## src/rtl/ram_loader.sv

```systemverilog
`timescale 1ns/1ps
// ram_loader: streams 16 words into the SAP-1 16x4 latch RAM with a
// setup/strobe/hold write sequence and an optional read-back verify pass.
module ram_loader #(
  parameter int unsigned VERIFY = 1
) (
  input  logic       CLK,
  input  logic       CLR,
  input  logic       START,
  input  logic [3:0] DIN,
  input  logic       DIN_VALID,
  output logic       DIN_READY,
  output logic       CE_N,
  output logic       WE_N,
  output logic [3:0] A,
  output logic [3:0] D,
  input  logic [3:0] S,
  output logic       BUSY,
  output logic       DONE,
  output logic       ERR,
  output logic [3:0] ERR_ADDR
);

  typedef enum logic [2:0] {
    IDLE      = 3'd0,
    WAIT_DATA = 3'd1,
    W_SETUP   = 3'd2,
    W_STROBE  = 3'd3,
    W_HOLD    = 3'd4,
    V_ADDR    = 3'd5,
    V_SAMPLE  = 3'd6
  } state_t;

  state_t     state;
  logic [3:0] cnt;
  logic [3:0] shadow [16];

  // Shadow copy of every accepted word; intentionally left out of reset.
  always_ff @(posedge CLK) begin
    if (!CLR && state == WAIT_DATA && DIN_VALID) begin
      shadow[cnt] <= DIN;
    end
  end

  // Loader FSM; each transition also sets the registered pin values of the next state.
  always_ff @(posedge CLK) begin
    if (CLR) begin
      state     <= IDLE;
      cnt       <= 4'd0;
      CE_N      <= 1'b1;
      WE_N      <= 1'b1;
      A         <= 4'd0;
      D         <= 4'd0;
      DIN_READY <= 1'b0;
      BUSY      <= 1'b0;
      DONE      <= 1'b0;
      ERR       <= 1'b0;
      ERR_ADDR  <= 4'd0;
    end else begin
      case (state)
        IDLE: begin
          if (START) begin
            state     <= WAIT_DATA;
            cnt       <= 4'd0;
            DONE      <= 1'b0;
            ERR       <= 1'b0;
            ERR_ADDR  <= 4'd0;
            BUSY      <= 1'b1;
            DIN_READY <= 1'b1;
          end
        end
        WAIT_DATA: begin
          if (DIN_VALID) begin
            D         <= DIN;
            A         <= cnt;
            CE_N      <= 1'b0;
            DIN_READY <= 1'b0;
            state     <= W_SETUP;
          end
        end
        W_SETUP: begin
          WE_N  <= 1'b0;
          state <= W_STROBE;
        end
        W_STROBE: begin
          // Release both strobes together; A and D stay put for the hold cycle.
          CE_N  <= 1'b1;
          WE_N  <= 1'b1;
          state <= W_HOLD;
        end
        W_HOLD: begin
          if (cnt == 4'd15) begin
            cnt <= 4'd0;
            if (VERIFY != 0) begin
              A     <= 4'd0;
              CE_N  <= 1'b0;
              state <= V_ADDR;
            end else begin
              BUSY  <= 1'b0;
              DONE  <= 1'b1;
              state <= IDLE;
            end
          end else begin
            cnt       <= cnt + 4'd1;
            DIN_READY <= 1'b1;
            state     <= WAIT_DATA;
          end
        end
        V_ADDR: begin
          state <= V_SAMPLE;
        end
        V_SAMPLE: begin
          if ((S != shadow[cnt]) && !ERR) begin
            ERR      <= 1'b1;
            ERR_ADDR <= cnt;
          end
          if (cnt == 4'd15) begin
            cnt   <= 4'd0;
            CE_N  <= 1'b1;
            BUSY  <= 1'b0;
            DONE  <= 1'b1;
            state <= IDLE;
          end else begin
            cnt   <= cnt + 4'd1;
            A     <= cnt + 4'd1;
            state <= V_ADDR;
          end
        end
        default: begin
          state     <= IDLE;
          CE_N      <= 1'b1;
          WE_N      <= 1'b1;
          BUSY      <= 1'b0;
          DIN_READY <= 1'b0;
        end
      endcase
    end
  end

endmodule
```

## config.mk

```make
export PLATFORM = sky130hd
export DESIGN_NAME = ram_loader
export DESIGN_NICKNAME = d
export VERILOG_FILES = /design/src/rtl/ram_loader.sv
export SDC_FILE = /design/constraint.sdc
export NUM_CORES = 1
export LEC_CHECK = 0
export ABC_AREA = 0
export CAP_MARGIN = 20
export CORE_MARGIN = 5
export CORE_UTILIZATION = 30
export CTS_BUF_LIST = sky130_fd_sc_hd__clkbuf_4 sky130_fd_sc_hd__clkbuf_8
export DETAILED_ROUTE_END_ITERATION = 10
export SLEW_MARGIN = 20
export SYNTH_ARGS = -nofsm -noshare
export SYNTH_HDL_FRONTEND = slang
export SYNTH_SLANG_ARGS = --single-unit
```

## constraint.sdc

```tcl
create_clock -name CLK -period 5.3 [get_ports CLK]
set_input_delay 0.795 -clock CLK [delete_from_list [all_inputs] [get_ports CLK]]
set_output_delay 0.795 -clock CLK [all_outputs]
set_load 0.01 [all_outputs]
```

### Word level (Yosys, flattened, before mapping)

Memories as Yosys holds them, arrays and structs flattened. A register that Yosys moved wholly into a read port is not among the register bits.
Cells that the tools add are included.
Widths: inputs -> output; s select.

* $add $sub $neg: 1
* eq/ne operators: 15
* multiplexer cells: 31
* bitwise operators: 3
* reduce and logical (&&, ||, !) cells: 23

Operator list (number)
* $mux 4: 8
* $pmux 3 s7: 1
* $pmux 4 s2: 2
* $ne 2x2->1 const B: 7
* $mux 3: 4
* $pmux 4 s3: 1
* $reduce_and 4->1: 3
* $reduce_or 5->1: 2
* $eq 3x3->1 const B: 3
* $mux 1: 9
* $reduce_and 3->1: 3
* $pmux 1 s4: 2
* $eq 3x2->1 const B: 2
* $pmux 1 s2: 3
* $reduce_and 2->1: 3
* $add 4x1->4 const B: 1
* $eq 4x4->1 const B: 1
* $ne 4x4->1: 1
* $reduce_bool 2->1: 2
* $reduce_or 4->1: 1
* $eq 3x1->1 const B: 1
* $logic_and 1x1->1: 3
* $logic_not 3->1: 1
* $not 1->1: 3
* other kinds (5): 6

* register bits after elaboration: 25
* bits in writable memories: 64
* input bits: 12
* word-level logic and storage cells: 85
* memories: 1

Memories
* shadow: depth 16, bits a word 4, rd ports 1, clocked after Yosys merged registers in 1, wr ports 1, line 36 `logic [3:0] shadow [16];`

### Logic depth before layout (Yosys ltp)

Gate-level depths: netlist of the first run.

* depth after elaboration: 6
* depth in mapped cells: 8
* mapped depth without buffers: 6

### Least setup slack after synthesis of the first run

Ideal clock, no wire load.

* path type: reg2reg
* start point: register with a tool-made name
* end point: register ERR_ADDR[0]
* data arrival time: 2.099 ns
* setup slack: 3.129 ns
* cell stages (with the launch flop): 9
* cell sequence: dfxtp_1 > buf_4 > buf_2 > mux4_2 > mux2i_1 > xor2_1 > a31oi_1 > o41ai_4 > mux2i_1

RTL lines
* to (signal assigned): line 115 `ERR_ADDR <= cnt;`
* to (decl): line 21 `output logic [3:0] ERR_ADDR`

==> flow_summary.toml, run 1 <==
[sta]
hold_slack_ns = 0.471
skew_ns = 0.00959
finalCritPeriodShare_pct = 52.5
worstMarginPinSlew_ns = 0.744
finalSetupViolCount = 0
slew_violations = 0
slew_headroom_pct = 50.2
fin_setup_tns_ns = 0
max_clock_freq_mhz = 359
hold_viol = 0
rsz0062_at_grt = "no"
fin_crit_ns = 2.78

[global_routing]
antenna_found_initial = 0
grt-ovfl-total = 0
grtUsageTotal_pct = 11.6
grt_pass1_wl_microns = 14100
grt_pass1_vias = 2486
grt_max_degree = 27

[synthesis]
muxShareOfSynthArea_pct = 11.8
yosys.area_share.adder_pct = 1.25
synth_cell_type_count = 43
synth_top_family_by_area = "simple AND/OR/NAND/NOR gates"
synthCells = 308
syn_area_sq_um = 3990
syn_area_per_cell_sq_um = 13.0
seq_area_frac_synth_pct = 62.7
ys_async_sr_fraction_pct = 0
ys_ff_latch = 93
synth_compound_area_share_pct = 7.69
synth_nets = 324
synth-simple-area-share_pct = 12.1
synth-xor-area-share_pct = 1.76
synth_ff_type = "edfxtp_1"
synth_edf_count = 64
yosysWarnings = 0

[clock_network]
ctsResizeCount = 0
postCtsSetupBuffers = 0
cts_tree = "yes"
clkSinkCount = 93
root_buffer = "clkbuf_8"
clock_latency_ns = 0.36
h-tree-depth = 3
cts_buffers = 9
cts_buffer_depth = 2
hold_buffers = 0
cts.clk_slew.worst_paths_ns = 0.08

[placed_design]
gp_congestion = 0.783
post-dp-hpwl_microns = 6020
postPlaceCellArea_sq_um = 4430
port_buffers = 29

[die]
die_w_microns = 125
die_h_microns = 125
row_count = 42
initial_core_util_pct = 30.4
coreArea_sq_um = 13100
num_io_pins = 30
die_area_sq_um = 15700

[power]
power-per-cell-area_nw_per_um2 = 302
ir_drop_mv = 0.0993
finalPower_mw = 1.40
p_leak_nw = 1.45

[route]
wl_met2_microns = 4130
met3_length_microns = 367
highest_layer = "met4"
met1_length_microns = 4200
drtAntennaViolNets = 0
first_pass_iters = 4
vias = 2507
viasPerCell = 4.89
drtIter0Drc = 171
wl_microns = 8880
wl_per_cell_microns = 17.3
drc_errors = 0

[worst_setup_path]
cp-start-kind = "register"
criticalPathCategory = "reg -> reg"
cp_data_arrival_time_ns = 3.06
cp-end-kind = "register"
required_ns = 5.58
crit_path_max_fanout = 15

[cells_and_area]
nets = 348
drive_gt1_share_pct = 9.20
diodes = 0
area_growth_pct = 16.5
final_area_sq_um = 4650

[status]
status = "complete, no violations"

[run]
maxCapViolations = 0

[min_path]
min_path_type = "reg -> reg"
[cells in the mapped netlist (all sizes together), types with 3 or more instances]
library cell / instances / area share [%]
a21oi: 12 / 1.5
a22oi: 4 / 0.75
a311oi: 3 / 0.66
a31oi: 5 / 0.78
and3: 4 / 0.63
buf: 6 / 1.0
clkbuf: 12 / 1.1
dfxtp: 29 / 15
edfxtp: 64 / 48
ha: 4 / 1.3
inv: 6 / 0.56
mux2i: 24 / 6.0
mux4: 10 / 5.7
nand2: 28 / 2.6
nand2b: 10 / 1.6
nand3: 8 / 1.0
nand3b: 4 / 0.75
nor2: 31 / 2.9
nor2b: 5 / 0.78
nor3: 6 / 0.75
o21ai: 5 / 0.63
xor2: 7 / 1.5
[flip-flops by register name (all words and copies together), names as in the netlist, 3 cells and up, named ones only]
signal and cells:
state 3, D 4, ERR_ADDR 4, shadow 64, A 4, cnt 4
[worst max-delay path, stage by stage, from the launching register on]
cell	delay (ns)
dfxtp_1	0.79
mux4_1	0.63
mux2i_1	0.20
xor2_1	0.17
a31oi_1	0.13
o41ai_4	0.55
mux2i_1	0.24
[path summary, 6_finish.rpt]
kind / from / endpoint / slack (ns) / depth (start not counted)
max reg2reg: register / ERR_ADDR[1] / 2.52 / 6
min reg2reg: ERR_ADDR[0] / ERR_ADDR[0] / 0.47 / 2
max: register / ERR_ADDR[1] / 2.52 / 6
min: ERR_ADDR[0] / ERR_ADDR[0] / 0.47 / 2
[placed cells by master (no fill, tap or decap), drive strengths merged, types with 5 or more instances in the layout]
cell type	Yosys	final
nand3	8	8
nor2	31	31
xor2	7	7
a21oi	12	12
dfxtp	29	29
mux4	10	10
inv	6	6
mux2i	24	24
nand2	28	28
edfxtp	64	64
nor3	6	6
clkbuf	12	12
a31oi	5	5
nor2b	5	5
clkdlybuf4s50	0	29
o21ai	5	5
nand2b	10	10
[layer usage]
metal | global-route usage, % | vias to the layer above
li1 | - | 1184
met1 | 15.7 | 1251
met2 | 17.8 | 59
met3 | 2.64 | 13
met4 | 5.17 | 0
met5 | 0 | -
[per-stage QoR]
| stage | instances | utilization, % | setup slack, ns |
|---|---|---|---|
| 5_1_grt | 513 | 35.4 | 2.40 |
| 2_1_floorplan | 308 | - | 3.13 |
| 6_report | 513 | 35.4 | 2.52 |
| 4_1_cts | 513 | 35.4 | 2.48 |
| 3_3_place_gp | 497 | 33.7 | 2.41 |
| 3_5_place_dp | 497 | 33.7 | 2.29 |
[cells by family after synthesis]
kind of cell	count (synthesis)
AOI/OAI and AO/OA	43
xor gates and xnor gates	8
adders and majority gates	4
buffers and inverters	24
DFF	93
muxes	34
and+or+nand+nor	102
[power by group]
part	switching, mW	total (mW)	internal, mW
sequential	0.0138	0.798	0.784
clock	0.239	0.520	0.281
combinational	0.0445	0.0847	0.0402
total	0.297	1.40	1.11
[area by class of cell]
| class | count | area [sq um] |
|---|---|---|
| clock inverters | 4 | 72.6 |
| flip-flops and latches | 93 | 2500 |
| fillers | 1323 | 8490 |
| clock buffers | 12 | 146 |
| multi-input cells | 191 | 1380 |
| well taps | 176 | 220 |
| repair buffers | 31 | 305 |
| inverters | 6 | 22.5 |
Power figures use the tool's default switching activity.
==> inputs of run 2 (changes only) <==
- clock period: 5.3 -> 2.42 ns (I/O delays scaled with it)
==> flow_summary.toml, run 2 (synthesis gave the netlist of run 1 again) <==
[sta]
finalSetupViolCount = 0
slew_headroom_pct = 54.5
worstMarginPinSlew_ns = 0.680
finalCritPeriodShare_pct = 94.9
fin_setup_tns_ns = 0
hold_viol = 0
rsz0062_at_grt = "no"
max_clock_freq_mhz = 436
layout_setup_ws_ns = 0.124
hold_slack_ns = 0.467
skew_ns = 0.00742
slew_violations = 0
fin_crit_ns = 2.30

[die]
die_area_sq_um = 15700
row_count = 42
coreArea_sq_um = 13100
die_h_microns = 125
initial_core_util_pct = 30.4
die_w_microns = 125
num_io_pins = 30

[global_routing]
grt-ovfl-total = 0
grt_pass1_wl_microns = 13600
antenna_found_initial = 0
grt_max_degree = 26
grt_pass1_vias = 2589
grtUsageTotal_pct = 11.2

[clock_network]
root_buffer = "clkbuf_8"
clkSinkCount = 93
cts.clk_slew.worst_paths_ns = 0.08
cts_buffer_depth = 2
hold_buffers = 0
cts_tree = "yes"
clock_latency_ns = 0.36
cts_buffers = 9
h-tree-depth = 3

[power]
power-per-cell-area_nw_per_um2 = 636
p_leak_nw = 1.61
ir_drop_mv = 0.261
finalPower_mw = 3.12

[run]
maxCapViolations = 0

[cells_and_area]
final_common_cell = "edfxtp_1"
max_flop_register = "shadow"
final_area_sq_um = 4910
drive_gt1_share_pct = 16.0
final_core_util_pct = 37.3
area_growth_pct = 23.0
diodes = 0
largest_register_ffs = 64
stdcell_count = 538
final_cell_mix = "edfxtp_1 (64), nor2_1 (31), clkdlybuf4s50_1 (29), dfxtp_1 (28), nand2_1 (28)"
nets = 373

[route]
drtAntennaViolNets = 0
first_pass_iters = 4
vias = 2546
wl_microns = 8740
drtIter0Drc = 176
drc_errors = 0
wl_per_cell_microns = 16.2
viasPerCell = 4.73

[worst_setup_path]
max_stage_delay_ns = 0.48
r2r_slack_ns = 0.12
timing.rr.end = "ERR_ADDR[0]"
cp-end-kind = "register"
required_ns = 2.71
path_cells = "buf_12 -> buf_4 -> mux2i_1 -> mux4_2 -> xor2_1 -> a21oi_1 -> o41ai_4 -> buf_4 -> mux2i_1"
r2r_cells = 9
crit_path_max_fanout = 6
cp_data_arrival_time_ns = 2.59
cp-start-kind = "register"
worstSetupEndpoint = "ERR_ADDR[0]"
cpMaxStageDelayCell = "mux4_2"
criticalPathCategory = "reg -> reg"

[placed_design]
post-dp-hpwl_microns = 5980
dpl.cell_count = 518
pre_cts_ws_ns = 0.00626
gp_congestion = 0.794
port_buffers = 29
postPlaceCellArea_sq_um = 4600

[status]
status = "complete, no violations"

[min_path]
min_path_type = "reg -> reg"
hp-start = "ERR_ADDR[1]"
## run 2: layout make-up
cell class,instances,area (sq um)
tap,176,220
fill,1281,8230
sequential,93,2510
inverter,6,22.5
clock buffer,13,166
multi-input combinational,191,1380
timing repair buffer,56,541
clock inverter,3,67.6
## run 2: how the worst min path moves through the flow
stage	to	slack, ns	depth (start not counted)
6_report	ERR_ADDR[1]	0.47	2
5_1_grt	D[2]	0.50	2
4_1_cts	ERR_ADDR[1]	0.47	2
3_5_place_dp	D[2]	0.46	2
3_3_place_gp	D[2]	0.45	2
2_1_floorplan	shadow[0][0]	0.46	0
## run 2: metal layers
metal	track usage, %	share of wire [%]	vias to the layer above
li1	-	-	1230
met1	15.0	46	1247
met2	17.2	47	53
met3	2.22	4.6	16
met4	5.93	2.3	0
met5	0	0	-
## run 2: repair_timing
action                                 4_1_cts  5_1_grt
setup endpoints to repair                    3        5
pin swaps                                    1        0
endpoints found under the hold margin        0        0
buffers inserted                             1        1
resized for setup                            0        4
gates cloned                                 0        2
## run 2: power by group
part           switching, mW  internal (mW)
clock network          0.518          0.662
logic                  0.109         0.0950
registers             0.0195           1.72
## run 2: critical path, delay by kind of cell (launching register included)
family	cells	cell delay, ns
AO/OA/AOI/OAI	2	0.41
XOR/XNOR	1	0.16
buffers and inverters	3	0.48
flip-flops	1	0.38
multiplexers	3	0.77
==> inputs of run 3 (changes only) <==
- ABC_AREA: 0 -> 1
- CORE_ASPECT_RATIO: not set -> 0.6
- CTS_CLUSTER_DIAMETER: not set -> 50
==> flow_summary.toml, run 3 <==
[status]
status = "complete, no violations"

[placed_design]
pre_cts_ws_ns = 0.0495
gp_congestion = 0.891
dpl.cell_count = 691
port_buffers = 29
post-dp-hpwl_microns = 7870

[die]
die_w_microns = 163
num_io_pins = 30
die_area_sq_um = 16600
coreArea_sq_um = 13700
initial_core_util_pct = 30.7
row_count = 33
die_h_microns = 102

[clock_network]
clock_latency_ns = 0.38
ctsResizeCount = 0
h-tree-depth = 3
hold_buffers = 0
clkSinkCount = 93
root_buffer = "clkbuf_8"
postCtsSetupBuffers = 0
cts_buffer_depth = 2
cts_buffers = 9
cts_tree = "yes"
cts.clk_slew.worst_paths_ns = 0.09

[sta]
slew_headroom_pct = 69.3
layout_setup_ws_ns = 0.212
finalCritPeriodShare_pct = 91.2
fin_crit_ns = 2.21
skew_ns = 0.0103
rsz0062_at_grt = "no"
finalSetupViolCount = 0
slew_violations = 0
max_clock_freq_mhz = 453
fin_setup_tns_ns = 0
worstMarginPinSlew_ns = 0.459
hold_slack_ns = 0.483
hold_viol = 0

[global_routing]
use_met1_pct = 20.6
grtUsageTotal_pct = 13.6
grt_pass1_vias = 3015
use_met2_pct = 18.6
antenna_found_initial = 0
use_met3_pct = 4.68
grt-ovfl-total = 0
grt_max_degree = 34
grt_pass1_wl_microns = 17100
grt.busiest_layer = "met1"

[synthesis]
ys_async_sr_fraction_pct = 0
yosysWarnings = 0
syn_area_sq_um = 4210
seq_area_frac_synth_pct = 59.4
synth.most_common_cell = "nand2_1"
synth_ff_type = "edfxtp_1"
yosys.area.top_type = "edfxtp_1"
synth_commonest_cells = "nand2_1 (139), inv_1 (65), edfxtp_1 (64)"
synth_nets = 486
yosys-top-cells-area = "edfxtp_1 (46%), dfxtp_1 (14%), nand2_1 (12%)"
ys_ff_latch = 93
synth_top_area_share_pct = 45.6
syn_area_per_cell_sq_um = 8.96
synthCells = 470
synth_edf_count = 64
synth_cell_type_count = 30

[min_path]
min_path_type = "reg -> reg"

[cells_and_area]
final_cell_mix = "nand2_1 (139), inv_1 (65), edfxtp_1 (64), nor2_1 (51), nand3_1 (49)"
fillers = 1410
final_common_cell = "nand2_1"
stdcell_count = 707
final_core_util_pct = 36.4
diodes = 0
nets = 526
max_flop_register = "shadow"
area_growth_pct = 18.4
largest_register_ffs = 64
drive_gt1_share_pct = 8.16

[worst_setup_path]
cp_data_arrival_time_ns = 2.25
required_ns = 2.46
max_stage_delay_ns = 0.50
cp.buffers_inverters = 2
cpMaxStageDelayCell = "dfxtp_1"
cp-start-kind = "register"
crit_path_max_fanout = 7
cp-end-kind = "register"
crit_family = "simple AND/OR/NAND/NOR gates"
cp_common_cell = "nor2_1"
criticalPathCategory = "reg -> reg"
path_cells = "inv_2 -> nor2_1 -> nand2_1 -> nor2_4 -> inv_1 -> nor2_1 -> nand2_1 -> nor2_1"

[power]
switchingPower_mw = 0.860
p_seq_share_pct = 51.6
netSwitchingFraction_pct = 24.6
power-per-cell-area_nw_per_um2 = 702
p_leak_nw = 2.01
power.internal_mw = 2.64
clockPowerShare_pct = 35.1
combPwrFrac_pct = 13.3
ir_drop_mv = 0.246

[run]
maxCapViolations = 0

[route]
drtIter0Drc = 340
wl_microns = 10700
drtAntennaViolNets = 0
wl_per_cell_microns = 15.1
first_pass_iters = 6
vias = 3272
viasPerCell = 4.63
drc_errors = 0
[run 3: worst reg2reg max path: stages, from the launching register on]
cell and delay (ns):
dfxtp_1 0.50, inv_2 0.04, nor2_1 0.13, nand2_1 0.13, nor2_4 0.16, inv_1 0.12
nor2_1 0.24, nand2_1 0.19, nor2_1 0.37
[run 3: worst paths after layout]
kind	from	endpoint	slack (ns)	cells past startpoint
max reg2reg	state[0]	shadow[12][1]	0.21	8
min reg2reg	DONE	DONE	0.48	2
min	DONE	DONE	0.48	2
max	state[0]	shadow[12][1]	0.21	8
[run 3: power groups by stage]
| stage | Combinational, mW | Sequential (mW) | Clock, mW |
|---|---|---|---|
| after floorplan | 0.239 | 1.86 | 0 |
| after global placement | 0.464 | 1.84 | 0 |
| after detailed placement | 0.464 | 1.84 | 0 |
| after CTS | 0.467 | 1.81 | 1.26 |
| after global routing | 0.518 | 1.82 | 1.33 |
| final | 0.464 | 1.81 | 1.23 |
[run 3: through the flow]
step / total power [mW] / instance area (sq um)
after floorplan: 2.10 / 4210
after global placement: 2.30 / 4750
after detailed placement: 2.31 / 4750
after CTS: 3.54 / 4980
after global routing: 3.67 / 4980
final: 3.50 / 4980
[run 3: cells by family (layout without fill, tap and decap cells)]
kind of cell	Yosys count	in the layout	share of synthesized area [%]
DFF	93	93	59.4
AOI/OAI and AO/OA	36	36	4.99
xor gates and xnor gates	1	1	0.208
adders and majority gates	4	4	1.19
and+or+nand+nor	253	253	25.3
buffers and inverters	83	128	8.86
[run 3: layout make-up]
type	count	area, sq um	area share [%]
multi-input combinational	294	1340	26.8
timing repair buffer	42	400	8.03
sequential	93	2500	50.2
clock inverter	7	114	2.28
clock buffer	9	124	2.49
tap	192	240	4.82
inverter	70	268	5.37
[run 3: metal layers]
| metal | part of all wire (%) | up-vias | wire length [microns] |
|---|---|---|---|
| met3 | 9.8 | 10 | 1050 |
| met4 | 0.92 | 0 | 99 |
| met5 | 0 | - | 0 |
| met1 | 49 | 1521 | 5280 |
| li1 | - | 1595 | - |
| met2 | 40 | 146 | 4270 |
